**config.mk**
```make
export PLATFORM = sky130hd
export DESIGN_NAME = qspi_xip_rd_seq
export DESIGN_NICKNAME = d
export VERILOG_FILES = /design/src/rtl/qspi_pkg.sv /design/src/rtl/qspi_apb_master.sv /design/src/rtl/qspi_xip_rd_seq.sv
export SDC_FILE = /design/constraint.sdc
export NUM_CORES = 1
export LEC_CHECK = 0
export ABC_AREA = 0
export CORE_MARGIN = 5
export CORE_UTILIZATION = 35
export DETAILED_ROUTE_END_ITERATION = 6
export GPL_TIMING_DRIVEN = 0
export SKIP_CTS_REPAIR_TIMING = 1
export SLEW_MARGIN = 20
export SYNTH_ARGS = -nofsm -noshare
export SYNTH_HDL_FRONTEND = slang
export SYNTH_SLANG_ARGS = --single-unit
```
**constraint.sdc**
```tcl
create_clock -name PCLK -period 5.4 [get_ports PCLK]
set_input_delay 1.35 -clock PCLK [delete_from_list [all_inputs] [get_ports PCLK]]
set_output_delay 1.35 -clock PCLK [all_outputs]
set_load 0.1 [all_outputs]
```
**src/rtl/qspi_pkg.sv**
```systemverilog
// Shared definitions for the QSPI XIP read sequencer: slave register map,
// status bits, command codes, data-phase modes and sequencer/APB states.
package qspi_pkg;

    localparam logic [4:0] REG_CFG   = 5'h00;
    localparam logic [4:0] REG_DATA  = 5'h04;
    localparam logic [4:0] REG_STAT  = 5'h08;
    localparam logic [4:0] REG_CMD   = 5'h14;
    localparam logic [4:0] REG_CSCFG = 5'h18;

    localparam int STAT_RX_NEMPTY = 5;
    localparam int STAT_CMD_IDLE  = 7;

    localparam logic [3:0] CMD_DUMMY = 4'h0;
    localparam logic [3:0] CMD_WR_S  = 4'h1;
    localparam logic [3:0] CMD_RD_S  = 4'h2;
    localparam logic [3:0] CMD_WR_D  = 4'h4;
    localparam logic [3:0] CMD_RD_D  = 4'h5;
    localparam logic [3:0] CMD_WR_Q  = 4'h6;
    localparam logic [3:0] CMD_RD_Q  = 4'h7;
    localparam logic [3:0] CMD_CS    = 4'hF;

    typedef enum logic [1:0] {
        MODE_SPI = 2'd0,
        MODE_DPI = 2'd1,
        MODE_QPI = 2'd2
    } mode_e;

    typedef enum logic [3:0] {
        S_IDLE, S_CS_ON, S_TX_PUSH, S_CMD_ADDR, S_CMD_DUMMY, S_CMD_RD,
        S_POLL, S_POP, S_OUT, S_CS_OFF, S_WAIT_IDLE, S_FIN
    } state_e;

    typedef enum logic [1:0] {
        PH_IDLE, PH_SETUP, PH_ACCESS
    } apb_phase_e;

    typedef struct packed {
        logic        valid;
        logic [4:0]  addr;
        logic        we;
        logic [31:0] wdata;
    } apb_req_t;

    function automatic logic [31:0] cmd_word(input logic [3:0] cmd, input logic [7:0] arg);
        return {20'h0, cmd, arg};
    endfunction

    function automatic logic [3:0] rd_cmd(input mode_e m);
        case (m)
            MODE_DPI: return CMD_RD_D;
            MODE_QPI: return CMD_RD_Q;
            default:  return CMD_RD_S;
        endcase
    endfunction

endpackage

```
**src/rtl/qspi_apb_master.sv**
```systemverilog
// Single-transfer APB master; a start on the completing cycle chains the
// next setup phase with no idle cycle in between.
module qspi_apb_master
    import qspi_pkg::*;
(
    input  logic        PCLK,
    input  logic        PRESETn,
    input  logic        start,
    input  logic [4:0]  addr,
    input  logic        we,
    input  logic [31:0] wdata,
    output logic        busy,
    output logic        ack,
    output logic [31:0] rdata,
    output logic [4:0]  PADDR,
    output logic        PSEL,
    output logic        PENABLE,
    output logic        PWRITE,
    output logic [31:0] PWDATA,
    input  logic [31:0] PRDATA,
    input  logic        PREADY
);

    apb_phase_e ph_q, ph_d;
    logic       load;

    assign busy    = (ph_q != PH_IDLE);
    assign ack     = (ph_q == PH_ACCESS) && PREADY;
    assign rdata   = PRDATA;
    assign PSEL    = busy;
    assign PENABLE = (ph_q == PH_ACCESS);

    always_comb begin
        ph_d = ph_q;
        load = 1'b0;
        case (ph_q)
            PH_IDLE: if (start) begin
                ph_d = PH_SETUP;
                load = 1'b1;
            end
            PH_SETUP: ph_d = PH_ACCESS;
            PH_ACCESS: if (PREADY) begin
                ph_d = start ? PH_SETUP : PH_IDLE;
                load = start;
            end
            default: ph_d = PH_IDLE;
        endcase
    end

    always_ff @(posedge PCLK or negedge PRESETn) begin
        if (!PRESETn) begin
            ph_q   <= PH_IDLE;
            PADDR  <= '0;
            PWRITE <= 1'b0;
            PWDATA <= '0;
        end else begin
            ph_q <= ph_d;
            if (load) begin
                PADDR  <= addr;
                PWRITE <= we;
                PWDATA <= wdata;
            end
        end
    end

endmodule

```
**src/rtl/qspi_xip_rd_seq.sv**
```systemverilog
// Flash read sequencer: drives one read request through the QSPI slave's
// command-mode register interface and streams the returned words out.
module qspi_xip_rd_seq
    import qspi_pkg::*;
#(
    parameter int CS_IDX    = 0,
    parameter int DUMMY_CYC = 8,
    parameter int POLL_TMO  = 1023
) (
    input  logic        PCLK,
    input  logic        PRESETn,
    input  logic        req_valid,
    output logic        req_ready,
    input  logic [23:0] req_addr,
    input  logic [7:0]  req_opcode,
    input  logic [1:0]  req_mode,
    input  logic [5:0]  req_nwords,
    output logic        rd_valid,
    input  logic        rd_ready,
    output logic [31:0] rd_data,
    output logic        done,
    output logic        err,
    output logic [4:0]  PADDR,
    output logic        PSEL,
    output logic        PENABLE,
    output logic        PWRITE,
    output logic [31:0] PWDATA,
    input  logic [31:0] PRDATA,
    input  logic        PREADY
);

    state_e      state_q, state_d;
    logic [23:0] addr_q;
    logic [7:0]  opcode_q;
    mode_e       mode_q;
    logic [5:0]  nwords_q, cnt_q;
    logic [9:0]  poll_q;
    logic        err_q;
    logic [31:0] rd_data_q;

    logic        start, busy, ack, poll_tmo;
    logic [31:0] rdata;
    apb_req_t    cur_req, nxt_req, launch_req;

    function automatic apb_req_t req_for(input state_e st, input logic [7:0] op,
                                         input logic [23:0] a, input mode_e m,
                                         input logic [5:0] nw);
        apb_req_t r;
        r = '0;
        r.valid = 1'b1;
        case (st)
            S_CS_ON:     begin r.addr = REG_CMD;  r.we = 1'b1; r.wdata = cmd_word(CMD_CS, ~(8'd1 << CS_IDX)); end
            S_TX_PUSH:   begin r.addr = REG_DATA; r.we = 1'b1; r.wdata = {op, a}; end
            S_CMD_ADDR:  begin r.addr = REG_CMD;  r.we = 1'b1; r.wdata = cmd_word(CMD_WR_S, 8'd3); end
            S_CMD_DUMMY: begin r.addr = REG_CMD;  r.we = 1'b1; r.wdata = cmd_word(CMD_DUMMY, 8'(DUMMY_CYC)); end
            // Byte count minus one: 4*(nw+1)-1 is nw with two low ones appended.
            S_CMD_RD:    begin r.addr = REG_CMD;  r.we = 1'b1; r.wdata = cmd_word(rd_cmd(m), {nw, 2'b11}); end
            S_POLL,
            S_WAIT_IDLE: r.addr = REG_STAT;
            S_POP:       r.addr = REG_DATA;
            S_CS_OFF:    begin r.addr = REG_CMD;  r.we = 1'b1; r.wdata = cmd_word(CMD_CS, 8'hFF); end
            default:     r.valid = 1'b0;
        endcase
        return r;
    endfunction

    assign poll_tmo  = (poll_q == 10'(POLL_TMO));
    assign req_ready = (state_q == S_IDLE);
    assign rd_valid  = (state_q == S_OUT);
    assign rd_data   = rd_data_q;
    assign done      = (state_q == S_FIN);
    assign err       = done && err_q;

    always_comb begin
        state_d = state_q;
        case (state_q)
            S_IDLE:      if (req_valid) state_d = S_CS_ON;
            S_CS_ON:     if (ack) state_d = S_TX_PUSH;
            S_TX_PUSH:   if (ack) state_d = S_CMD_ADDR;
            S_CMD_ADDR:  if (ack) state_d = (DUMMY_CYC == 0) ? S_CMD_RD : S_CMD_DUMMY;
            S_CMD_DUMMY: if (ack) state_d = S_CMD_RD;
            S_CMD_RD:    if (ack) state_d = S_POLL;
            S_POLL: if (ack) begin
                if (rdata[STAT_RX_NEMPTY]) state_d = S_POP;
                else if (poll_tmo)         state_d = S_CS_OFF;
            end
            S_POP:       if (ack) state_d = S_OUT;
            S_OUT:       if (rd_ready) state_d = (cnt_q == nwords_q) ? S_CS_OFF : S_POLL;
            S_CS_OFF:    if (ack) state_d = S_WAIT_IDLE;
            S_WAIT_IDLE: if (ack && (rdata[STAT_CMD_IDLE] || poll_tmo)) state_d = S_FIN;
            S_FIN:       state_d = S_IDLE;
            default:     state_d = S_IDLE;
        endcase
    end

    // On the completing cycle the next state's transfer is launched at once,
    // so consecutive transfers run back-to-back.
    assign cur_req = req_for(state_q, opcode_q, addr_q, mode_q, nwords_q);
    assign nxt_req = req_for(state_d, opcode_q, addr_q, mode_q, nwords_q);

    always_comb begin
        launch_req = ack ? nxt_req : cur_req;
        start      = ack ? nxt_req.valid : (!busy && cur_req.valid);
    end

    always_ff @(posedge PCLK or negedge PRESETn) begin
        if (!PRESETn) begin
            state_q   <= S_IDLE;
            addr_q    <= '0;
            opcode_q  <= '0;
            mode_q    <= MODE_SPI;
            nwords_q  <= '0;
            cnt_q     <= '0;
            poll_q    <= '0;
            err_q     <= 1'b0;
            rd_data_q <= '0;
        end else begin
            state_q <= state_d;
            if (state_q == S_IDLE && req_valid) begin
                addr_q   <= req_addr;
                opcode_q <= req_opcode;
                mode_q   <= (req_mode == 2'd3) ? MODE_SPI : mode_e'(req_mode);
                nwords_q <= req_nwords;
                cnt_q    <= '0;
                err_q    <= 1'b0;
            end
            if (state_d != state_q && (state_d == S_POLL || state_d == S_WAIT_IDLE))
                poll_q <= '0;
            else if (ack && (state_q == S_POLL || state_q == S_WAIT_IDLE))
                poll_q <= poll_q + 10'd1;
            if (ack && poll_tmo &&
                ((state_q == S_POLL && !rdata[STAT_RX_NEMPTY]) ||
                 (state_q == S_WAIT_IDLE && !rdata[STAT_CMD_IDLE])))
                err_q <= 1'b1;
            if (state_q == S_OUT && rd_ready && cnt_q != nwords_q)
                cnt_q <= cnt_q + 6'd1;
            if (state_q == S_POP && ack)
                rd_data_q <= rdata;
        end
    end

    qspi_apb_master u_apb (
        .PCLK    (PCLK),
        .PRESETn (PRESETn),
        .start   (start),
        .addr    (launch_req.addr),
        .we      (launch_req.we),
        .wdata   (launch_req.wdata),
        .busy    (busy),
        .ack     (ack),
        .rdata   (rdata),
        .PADDR   (PADDR),
        .PSEL    (PSEL),
        .PENABLE (PENABLE),
        .PWRITE  (PWRITE),
        .PWDATA  (PWDATA),
        .PRDATA  (PRDATA),
        .PREADY  (PREADY)
    );

endmodule

```
## Yosys cells after proc, flatten, opt, wreduce, memory -nomap -nowiden

Index checks and enable logic that the tools add are counted.
W data, S select, Z words.

- Register bits after elaboration: 133
- Bits in latches: 0
- RAM bits: 0
- ROM bits: 0
- Input port bits: 77
- Output and inout port bits: 76
- Memories kept: 0

- $add $sub $neg: 2
- $mul: 0
- Div/mod/pow operators: 0
- Order comparisons: 0
- Equal/unequal tests: 31
- Shift operators: 0
- Muxes and demuxes: 38
- Bitwise gates (word level): 0
- Reductions and logical operators: 36

Operator list:

| operator | number |
|---|---|
| $pmux W33 S6 | 2 |
| $mux W4 | 14 |
| $pmux W4 S11 | 1 |
| $mux W38 | 1 |
| $eq A4 B3 Y1 const B | 8 |
| $pmux W5 S3 | 2 |
| $eq A4 B4 Y1 const B | 6 |
| $mux W10 | 2 |
| $reduce_or A9 Y1 | 2 |
| $eq A4 B2 Y1 const B | 4 |
| $logic_and A1 B1 Y1 | 14 |
| $mux W6 | 2 |
| $add A10 B1 Y10 const B | 1 |
| $eq A10 B10 Y1 const B | 1 |
| $reduce_or A5 Y1 | 2 |
| $eq A4 B1 Y1 const B | 2 |
| $mux W1 | 8 |
| $reduce_bool A2 Y1 | 4 |
| $reduce_or A2 Y1 | 4 |
| $add A6 B1 Y6 const B | 1 |
| $eq A2 B2 Y1 const B | 3 |
| $eq A6 B6 Y1 | 1 |
| $mux W2 | 3 |
| $ne A6 B6 Y1 | 1 |
| 11 further kinds | 18 |

## Longest topological paths before layout

Gate-level depths: netlist of run 1.

- Depth after elaboration: 12
- Gate-level depth with buffers: 12
- Gate-level depth less buffers: 10

## Hierarchy

A second synthesis of run 1 with hierarchy kept.

- Cell total of the unflattened synthesis: 585
- Area total of the unflattened synthesis: 6702.7 µm²

By module, submodules not included:

| module | times used | cells an instance | area an instance (µm²) |
|---|---|---|---|
| qspi_xip_rd_seq | 1 | 463 | 4879.7 |
| qspi_apb_master | 1 | 122 | 1823.0 |

## Least setup slack after synthesis of run 1

OpenSTA, ideal clock, no wires.

- Path kind: register to output
- Start: reg state_q[2]
- End: out req_ready
- Arrival: 3714 ps
- Path slack: 336 ps
- Cell stages (with the launch flop): 4
- Path buffers: 2
- Cell sequence: dfrtp_1 -> buf_2 -> buf_2 -> nor4_1

- Word-level cells in the longest chain between the ends: 1

Ends and longest elaborated chain:

| what | RTL line | text |
|---|---|---|
| start, declared | qspi_xip_rd_seq.sv:32 | `state_e state_q, state_d;` |
| start signal, assigned | qspi_xip_rd_seq.sv:118 | `state_q <= state_d;` |
| $logic_not A4 Y1 | qspi_xip_rd_seq.sv:68 | `assign req_ready = (state_q == S_IDLE);` |
| end, declared | qspi_xip_rd_seq.sv:13 | `output logic req_ready,` |

Every way passes these cells.

## Worst setup path in the final report of run 1

- Start: reg state_q[0]
- End: out req_ready

The elaborated chain is that of the path after synthesis.

==> flow_metrics.env, run 1 <==
export IMPL_place_congestion=0.889
export IMPL_ir_worst_vdd_uv=253
export IMPL_arrival_ps=2920
export IMPL_cts_htree_levels=4
export IMPL_clk_pin_slew_worst_paths_ps=60
export IMPL_p_leak_nw=3.84
export IMPL_layout_nets=844
export IMPL_synthFlopType="dfrtp_1"
export IMPL_seq_area_frac_synth=0.499
export IMPL_r2r_cells=10
export IMPL_period_share=0.790
export IMPL_async_flop_share=1.00
export IMPL_die_w_um=147
export IMPL_ant_nets=0
export IMPL_synth_cell_types=67
export IMPL_grt_pass1_vias=5507
export IMPL_drt_iter0_markers=536
export IMPL_power_density_nw_per_um2=705
export IMPL_core_area_um2=18600
export IMPL_setup_viol=0
export IMPL_max_slew_worst_pin_slew_ps=1010
export IMPL_antennaDiodeCount=0
export IMPL_rows=50
export IMPL_fillers=1685
export IMPL_endpoint_kind="output port"
export IMPL_vias=5348
export IMPL_status="finished clean"
export IMPL_grt_use_total=0.177
export IMPL_grt_pass1_wl_um=30300
export IMPL_wl_per_cell_um=18.9
export IMPL_cts_buffer_depth=2
export IMPL_antenna_found_initial=0
export IMPL_hp_class="reg2reg"
export IMPL_drive_gt1_frac=0.207
export IMPL_max_freq_mhz=234
export IMPL_cp_data_required_time_ps=4050
export IMPL_gr_total_overflow=0
export IMPL_period_needed_ps=4270
export IMPL_critical_path_class="reg2out"
export IMPL_numCtsBuffers=17
export IMPL_die_h_um=147
export IMPL_setup_tns_ps=0
export IMPL_firstDrtPassIters=5
export IMPL_grt_start_max_net_pins=83
export IMPL_worstSetupEndpoint="req_ready"
export IMPL_finalWirelength_um=19100
export IMPL_netlist_area_um2=6560
export IMPL_route_detailed_drc=0
export IMPL_cts_tree="built"
export IMPL_hp_start="mode_q[1]"
export IMPL_hold_violations=0
export IMPL_dp_hpwl_um=14400
export IMPL_r2r_start="poll_q[0]"
export IMPL_fin_skew_ps=9.46
export IMPL_startpoint="state_q[0]"
export IMPL_syn_inst=593
export IMPL_syn_avg_cell_area_um2=11.1
export IMPL_die_area_um2=21600
export IMPL_reg2reg_slack_ps=2340
export IMPL_final_common_cell="clkdlybuf4s50_1"
export IMPL_start_util=0.353
export IMPL_max_cap_viol_count=0
export IMPL_path_max_fanout=10
export IMPL_area_growth_pct=36.9
export IMPL_num_io_pins=153
export IMPL_max_slew_margin=0.323
export IMPL_fin_hold_ws_ps=486
export IMPL_slew_viol_final=0
export IMPL_rsz0062_at_grt="false"
export IMPL_port_buffers=150
export IMPL_fin_area_um2=8980
export IMPL_critPathLaunchType="flop"
export IMPL_worstReg2RegEnd="u_apb.PWDATA[4]"
export IMPL_clockRootBuffer="clkbuf_16"
export IMPL_ys_warn_count=0
export IMPL_insertion_delay_ps=420
export IMPL_viasPerCell=5.29
export IMPL_synth_edf_count=0
export IMPL_cts_sink_count=131
export IMPL_placed_area_um2=8390
export IMPL_final_cell_mix="clkdlybuf4s50_1 (149), dfrtp_1 (131), mux2_2 (70), nor2_1 (39), nand2_1 (29)"
export IMPL_synth_seq_cells=131
-- metrics by stage --
| step | power (mW) | util | instances | setup WS [ps] |
|---|---|---|---|---|
| 2_1_floorplan | 4.23 | - | 594 | 336 |
| 3_3_place_gp | 5.14 | 0.450 | 978 | -2140 |
| 3_5_place_dp | 5.19 | 0.452 | 979 | 1130 |
| 4_1_cts | 6.36 | 0.484 | 1011 | 1130 |
| 5_1_grt | 6.65 | 0.484 | 1011 | 1050 |
| 6_report | 6.34 | 0.484 | 1011 | 1130 |
-- state kept, by name (all words and copies together) (netlist names) --
signal and cells:
rd_data 32, u_apb.PWDATA 32, addr_q 24, poll_q 10, opcode_q 8, cnt_q 6
nwords_q 6, state_q 4, u_apb.PADDR 3, mode_q 2, u_apb.ph_q 2, err_q 1
u_apb.PWRITE 1
-- cell usage after synthesis, types with 2 or more instances --
cell	n	share of area
o21a_1	2	0.0023
inv_2	3	0.0017
nor3b_1	3	0.0034
a211oi_1	5	0.0057
nor4_2	9	0.017
clkbuf_1	17	0.0097
buf_4	6	0.0069
and3_1	24	0.023
mux2i_1	3	0.0046
o211ai_1	14	0.016
o21ai_0	25	0.019
nand4_1	2	0.0019
a22oi_1	5	0.0057
buf_2	13	0.0099
a31o_2	2	0.0027
xnor2_1	13	0.017
mux2_2	70	0.12
a211oi_2	2	0.0038
buf_1	2	0.0011
ha_1	3	0.0057
inv_1	18	0.010
a31oi_1	19	0.018
a21oi_2	2	0.0027
and3b_1	2	0.0027
a31o_1	20	0.027
a211o_1	2	0.0027
dfrtp_1	131	0.50
nand2_1	29	0.017
o22ai_1	3	0.0029
and2_1	3	0.0029
nand3_1	13	0.0099
and4_1	3	0.0040
a21oi_1	15	0.011
buf_6	6	0.010
nor3_1	23	0.018
o31ai_1	2	0.0023
xor2_1	3	0.0040
nand2b_1	9	0.0086
nor2_1	39	0.022
-- worst min path at each step --
| stage | to | cells after the start |
|---|---|---|
| 5_1_grt | u_apb.PWDATA[31] | 1 |
| 4_1_cts | mode_q[1] | 2 |
| 6_report | mode_q[1] | 2 |
| 2_1_floorplan | mode_q[1] | 2 |
| 3_5_place_dp | mode_q[1] | 2 |
| 3_3_place_gp | mode_q[1] | 2 |
-- power breakdown --
group	internal, mW	total (mW)	switching, mW
registers	1.34	1.60	0.257
clock network	0.696	1.16	0.459
logic	1.07	3.58	2.51
total	3.11	6.34	3.23
-- cells by family after synthesis --
kind of cell | count (synthesis) | synth area share
adders and majority gates | 3 | 0.00572
other | 1 | 0.000571
muxes | 74 | 0.126
DFF | 131 | 0.499
xor gates and xnor gates | 16 | 0.0214
and+or+nand+nor | 173 | 0.155
buffers and inverters | 66 | 0.0509
AOI/OAI and AO/OA | 129 | 0.140
-- area by class of cell --
class | count | area [um2] | area share
Timing Repair Buffer | 151 | 1530 | 0.171
Clock inverter | 14 | 151 | 0.0168
Sequential cell | 131 | 3280 | 0.365
Buffer | 44 | 249 | 0.0277
Multi-Input combinational cell | 397 | 2960 | 0.329
Inverter | 22 | 85.1 | 0.00947
Tap cell | 234 | 293 | 0.0326
Clock buffer | 18 | 439 | 0.0489
-- metal layers --
| layer | up-vias | wire [um] | track usage |
|---|---|---|---|
| met3 | 26 | 1120 | 0.0429 |
| met1 | 2657 | 8260 | 0.231 |
| met5 | - | 0 | 0 |
| met4 | 0 | 324 | 0.0522 |
| met2 | 173 | 9370 | 0.292 |
| li1 | 2492 | - | - |
-- critical path, cell delays in order (launching register included) --
cell and delay (ps):
dfrtp_1 420, buf_2 200, buf_2 200, nor4_1 440, clkdlybuf4s50_1 1240
(Power assumes the default switching activity.)
==> run 2: changes to the inputs <==
Clock period 5.4 ns to 3.9 ns, I/O delays scaled along.
==> flow_metrics.env, run 2 (synthesized netlist as in run 1, its figures left out) <==
export IMPL_cts_sink_count=131
export IMPL_clockRootBuffer="clkbuf_16"
export IMPL_num_io_pins=153
export IMPL_cts_tree="built"
export IMPL_worst_path_stages=4
export IMPL_max_cap_viol_count=0
export IMPL_max_slew_worst_pin_slew_ps=1020
export IMPL_start_util=0.353
export IMPL_gr_total_overflow=0
export IMPL_crit_buf_inv=3
export IMPL_period_needed_ps=3800
export IMPL_path_cells="buf_4 > clkbuf_1 > nor4_2 > clkdlybuf4s50_1"
export IMPL_firstDrtPassIters=5
export IMPL_ant_nets=0
export IMPL_fin_area_um2=8950
export IMPL_period_share=0.975
export IMPL_max_slew_margin=0.321
export IMPL_arrival_ps=2830
export IMPL_slew_viol_final=0
export IMPL_rsz0062_at_grt="false"
export IMPL_power_density_nw_per_um2=970
export IMPL_wl_per_cell_um=18.9
export IMPL_grt_start_max_net_pins=82
export IMPL_fin_hold_ws_ps=447
export IMPL_layout_nets=844
export IMPL_fin_skew_ps=8.70
export IMPL_die_h_um=147
export IMPL_die_w_um=147
export IMPL_drt_iter0_markers=427
export IMPL_path_max_fanout=10
export IMPL_hold_violations=0
export IMPL_p_leak_nw=3.83
export IMPL_area_growth_pct=36.4
export IMPL_cts_buffer_depth=2
export IMPL_die_area_um2=21600
export IMPL_dp_hpwl_um=14200
export IMPL_final_common_cell="clkdlybuf4s50_1"
export IMPL_cp_data_required_time_ps=2920
export IMPL_max_freq_mhz=263
export IMPL_critPathLaunchType="flop"
export IMPL_max_stage_delay_ps=1210
export IMPL_place_inst=979
export IMPL_ir_worst_vdd_uv=415
export IMPL_rows=50
export IMPL_insertion_delay_ps=420
export IMPL_final_cell_mix="clkdlybuf4s50_1 (149), dfrtp_1 (131), mux2_2 (70), nor2_1 (38), nand2_1 (29)"
export IMPL_hp_class="in2async"
export IMPL_vias=5358
export IMPL_core_area_um2=18600
export IMPL_numCtsBuffers=17
export IMPL_grt_pass1_vias=5771
export IMPL_drive_gt1_frac=0.207
export IMPL_setup_viol=0
export IMPL_r2r_cells=10
export IMPL_viasPerCell=5.30
export IMPL_status="finished clean"
export IMPL_crit_family="buffers and inverters"
export IMPL_crit_slowest_cell="clkdlybuf4s50_1"
export IMPL_placed_area_um2=8400
export IMPL_totalPowerFinal_mw=8.68
export IMPL_instances_no_fill=1010
export IMPL_grt_pass1_wl_um=31300
export IMPL_critical_path_class="reg2out"
export IMPL_place_congestion=0.909
export IMPL_cts_htree_levels=4
export IMPL_port_buffers=150
export IMPL_route_detailed_drc=0
export IMPL_endpoint_kind="output port"
export IMPL_finalWirelength_um=19100
export IMPL_antenna_found_initial=0
export IMPL_antennaDiodeCount=0
export IMPL_clk_pin_slew_worst_paths_ps=60
export IMPL_grt_use_total=0.182
-- run 2: cell types whose count changed in the layout (fill, tap and decap cells not counted) --
| cell | delta |
|---|---|
| inv_6 | -2 |
| nor2_2 | +1 |
| bufinv_16 | -2 |
| clkinv_4 | +3 |
| clkbuf_1 | +1 |
| nor2_1 | -1 |
| clkinvlp_4 | -3 |
| clkbuf_8 | +2 |
| nor4_2 | +1 |
| nor4_1 | -1 |
-- run 2: where the power goes --
part | leakage (nW) | switching [mW] | internal [mW]
Combinational | 1.88 | 3.50 | 1.48
Clock | 0.266 | 0.619 | 0.864
Sequential | 1.68 | 0.357 | 1.86
-- run 2: worst paths after layout --
kind	from	endpoint	slack, ps
setup / recovery	state_q[3]	req_ready	100
hold / removal	PRESETn	opcode_q[3]	450
setup reg to reg	poll_q[0]	u_apb.PWDATA[5]	780
hold reg to reg	mode_q[1]	mode_q[1]	480
max in group asynchronous	PRESETn	state_q[0]	2700
min in group PCLK	mode_q[1]	mode_q[1]	480
-- run 2: metrics by stage --
| stage | TNS, ps | setup slack, ps | util |
|---|---|---|---|
| global route | 0 | 43.6 | 0.482 |
| finish | 0 | 96.7 | 0.482 |
| detailed placement | -82.0 | -30.2 | 0.452 |
| floorplan | 0 | 253 | - |
| global placement | -415800 | -3190 | 0.451 |
| CTS | 0 | 86.5 | 0.482 |
-- run 2: layer usage --
layer  GRT usage  share of wire  up-vias
met1       0.233           0.43     2660
met5           0              0        -
met3      0.0475          0.059       32
li1            -              -     2503
met4      0.0559          0.020        0
met2       0.303           0.49      163
-- run 2: cell type report --
cell class / count / area (um2)
fill: 1685 / 9630
sequential: 131 / 3280
multi-input combinational: 397 / 2960
timing repair buffer: 151 / 1530
clock buffer: 21 / 470
tap: 234 / 293
buffer: 44 / 249
inverter: 22 / 85.1
clock inverter: 10 / 77.6
==> run 3: changes to the inputs <==
Settings changed: SLEW_MARGIN 20 to default.
==> flow_metrics.env, run 3 (synthesized netlist as in run 1, its figures left out) <==
export IMPL_cts_sink_count=131
export IMPL_numCtsBuffers=17
export IMPL_clkPwrFrac=0.171
export IMPL_grt_start_max_net_pins=82
export IMPL_drive_gt1_frac=0.207
export IMPL_p_sw_frac=0.515
export IMPL_max_slew_margin=0.322
export IMPL_ir_worst_vdd_uv=415
export IMPL_startpoint="state_q[3]"
export IMPL_crit_buf_inv=3
export IMPL_area_growth_pct=36.3
export IMPL_ant_nets=0
export IMPL_hold_violations=0
export IMPL_cts_tree="built"
export IMPL_slew_viol_final=0
export IMPL_arrival_ps=2820
export IMPL_cp_data_required_time_ps=2920
export IMPL_power_density_nw_per_um2=970
export IMPL_max_freq_mhz=263
export IMPL_r2r_cells=10
export IMPL_critPathLaunchType="flop"
export IMPL_layout_nets=844
export IMPL_net_switching_power_mw=4.47
export IMPL_seq_power_share=0.255
export IMPL_finalWirelength_um=19100
export IMPL_reg2reg_slack_ps=780
export IMPL_totalPowerFinal_mw=8.68
export IMPL_die_area_um2=21600
export IMPL_endpoint_kind="output port"
export IMPL_grt_pass1_wl_um=31300
export IMPL_port_buffers=150
export IMPL_multiInputGateArea_um2=2960
export IMPL_gr_total_overflow=0
export IMPL_grt_pass1_vias=5771
export IMPL_antennaDiodeCount=0
export IMPL_crit_family="buffers and inverters"
export IMPL_worstSetupEndpoint="req_ready"
export IMPL_seqCellArea_um2=3280
export IMPL_path_max_fanout=10
export IMPL_wl_per_cell_um=18.9
export IMPL_p_leak_nw=3.83
export IMPL_firstDrtPassIters=5
export IMPL_fin_util=0.482
export IMPL_intPower_mw=4.21
export IMPL_insertion_delay_ps=420
export IMPL_period_needed_ps=3800
export IMPL_critical_path_class="reg2out"
export IMPL_fillers=1686
export IMPL_die_h_um=147
export IMPL_max_stage_delay_ps=1210
export IMPL_rsz0062_at_grt="false"
export IMPL_p_comb_frac=0.574
export IMPL_fin_skew_ps=8.87
export IMPL_setup_viol=0
export IMPL_r2r_start="poll_q[0]"
export IMPL_dp_hpwl_um=14200
export IMPL_crit_slowest_cell="clkdlybuf4s50_1"
export IMPL_route_detailed_drc=0
export IMPL_place_congestion=0.909
export IMPL_start_util=0.353
export IMPL_drt_iter0_markers=427
export IMPL_worstReg2RegEnd="u_apb.PWDATA[2]"
export IMPL_cts_htree_levels=4
export IMPL_final_cell_mix="clkdlybuf4s50_1 (149), dfrtp_1 (131), mux2_2 (70), nor2_1 (38), nand2_1 (29)"
export IMPL_period_share=0.973
export IMPL_grt_use_total=0.182
export IMPL_num_io_pins=153
export IMPL_final_common_cell="clkdlybuf4s50_1"
export IMPL_instances_no_fill=1010
export IMPL_clockRootBuffer="clkbuf_16"
export IMPL_core_area_um2=18600
export IMPL_place_inst=979
export IMPL_path_cells="buf_4 > clkbuf_1 > nor4_2 > clkdlybuf4s50_1"
export IMPL_rows=50
export IMPL_worst_path_stages=4
export IMPL_antenna_found_initial=0
export IMPL_status="finished clean"
export IMPL_max_cap_viol_count=0
export IMPL_hp_class="reg2reg"
export IMPL_max_slew_worst_pin_slew_ps=1010
export IMPL_cts_buffer_depth=2
export IMPL_die_w_um=147
export IMPL_clk_pin_slew_worst_paths_ps=60
export IMPL_viasPerCell=5.28
export IMPL_vias=5334
[run 3: layer usage]
layer | wire (um) | global-route usage
met5 | 0 | 0
met4 | 389 | 0.0559
met3 | 1060 | 0.0475
met2 | 9340 | 0.303
met1 | 8320 | 0.233
[run 3: power groups by stage]
stage | Combinational [mW] | Clock (mW) | Sequential, mW
after floorplan | 2.03 | 0 | 3.83
after global placement | 4.91 | 0 | 2.21
after detailed placement | 4.96 | 0 | 2.24
after CTS | 4.98 | 1.52 | 2.22
after global routing | 5.27 | 1.58 | 2.29
final | 4.98 | 1.48 | 2.22
[run 3: through the flow]
stage                     TNS [ps]  hold WS, ps  setup slack [ps]  cell area, um2
after floorplan                  0          450               253            6580
after global placement     -415800          470             -3190            8370
after detailed placement     -82.0          471             -30.2            8400
after CTS                        0          484              86.5            8950
after global routing             0          511              43.6            8950
final                            0          477               105            8950
[run 3: area by class of cell]
type	count	area share
plain buffers	44	0.0278
clock buffers	21	0.0526
clock inverters	10	0.00867
inverters	22	0.00951
multi-input cells	397	0.331
flip-flops and latches	131	0.366
well taps	234	0.0327
repair buffers	151	0.171
[run 3: worst min-delay path by stage]
stage	slack, ps	startpoint	cells after the start	end
2_1_floorplan	450	mode_q[1]	2	mode_q[1]
3_3_place_gp	470	mode_q[1]	2	mode_q[1]
3_5_place_dp	470	mode_q[1]	2	mode_q[1]
4_1_cts	480	mode_q[1]	2	mode_q[1]
5_1_grt	510	addr_q[16]	1	u_apb.PWDATA[16]
6_report	480	mode_q[1]	2	mode_q[1]
[run 3: worst reg2reg max path, stage by stage (launching register included)]
cell	delay (ps)
dfrtp_1	410
ha_1	240
and4_1	250
a31oi_1	260
o32ai_1	140
nor3_1	570
buf_2	320
buf_2	250
nor3_1	80
o211ai_1	310
a31oi_1	140
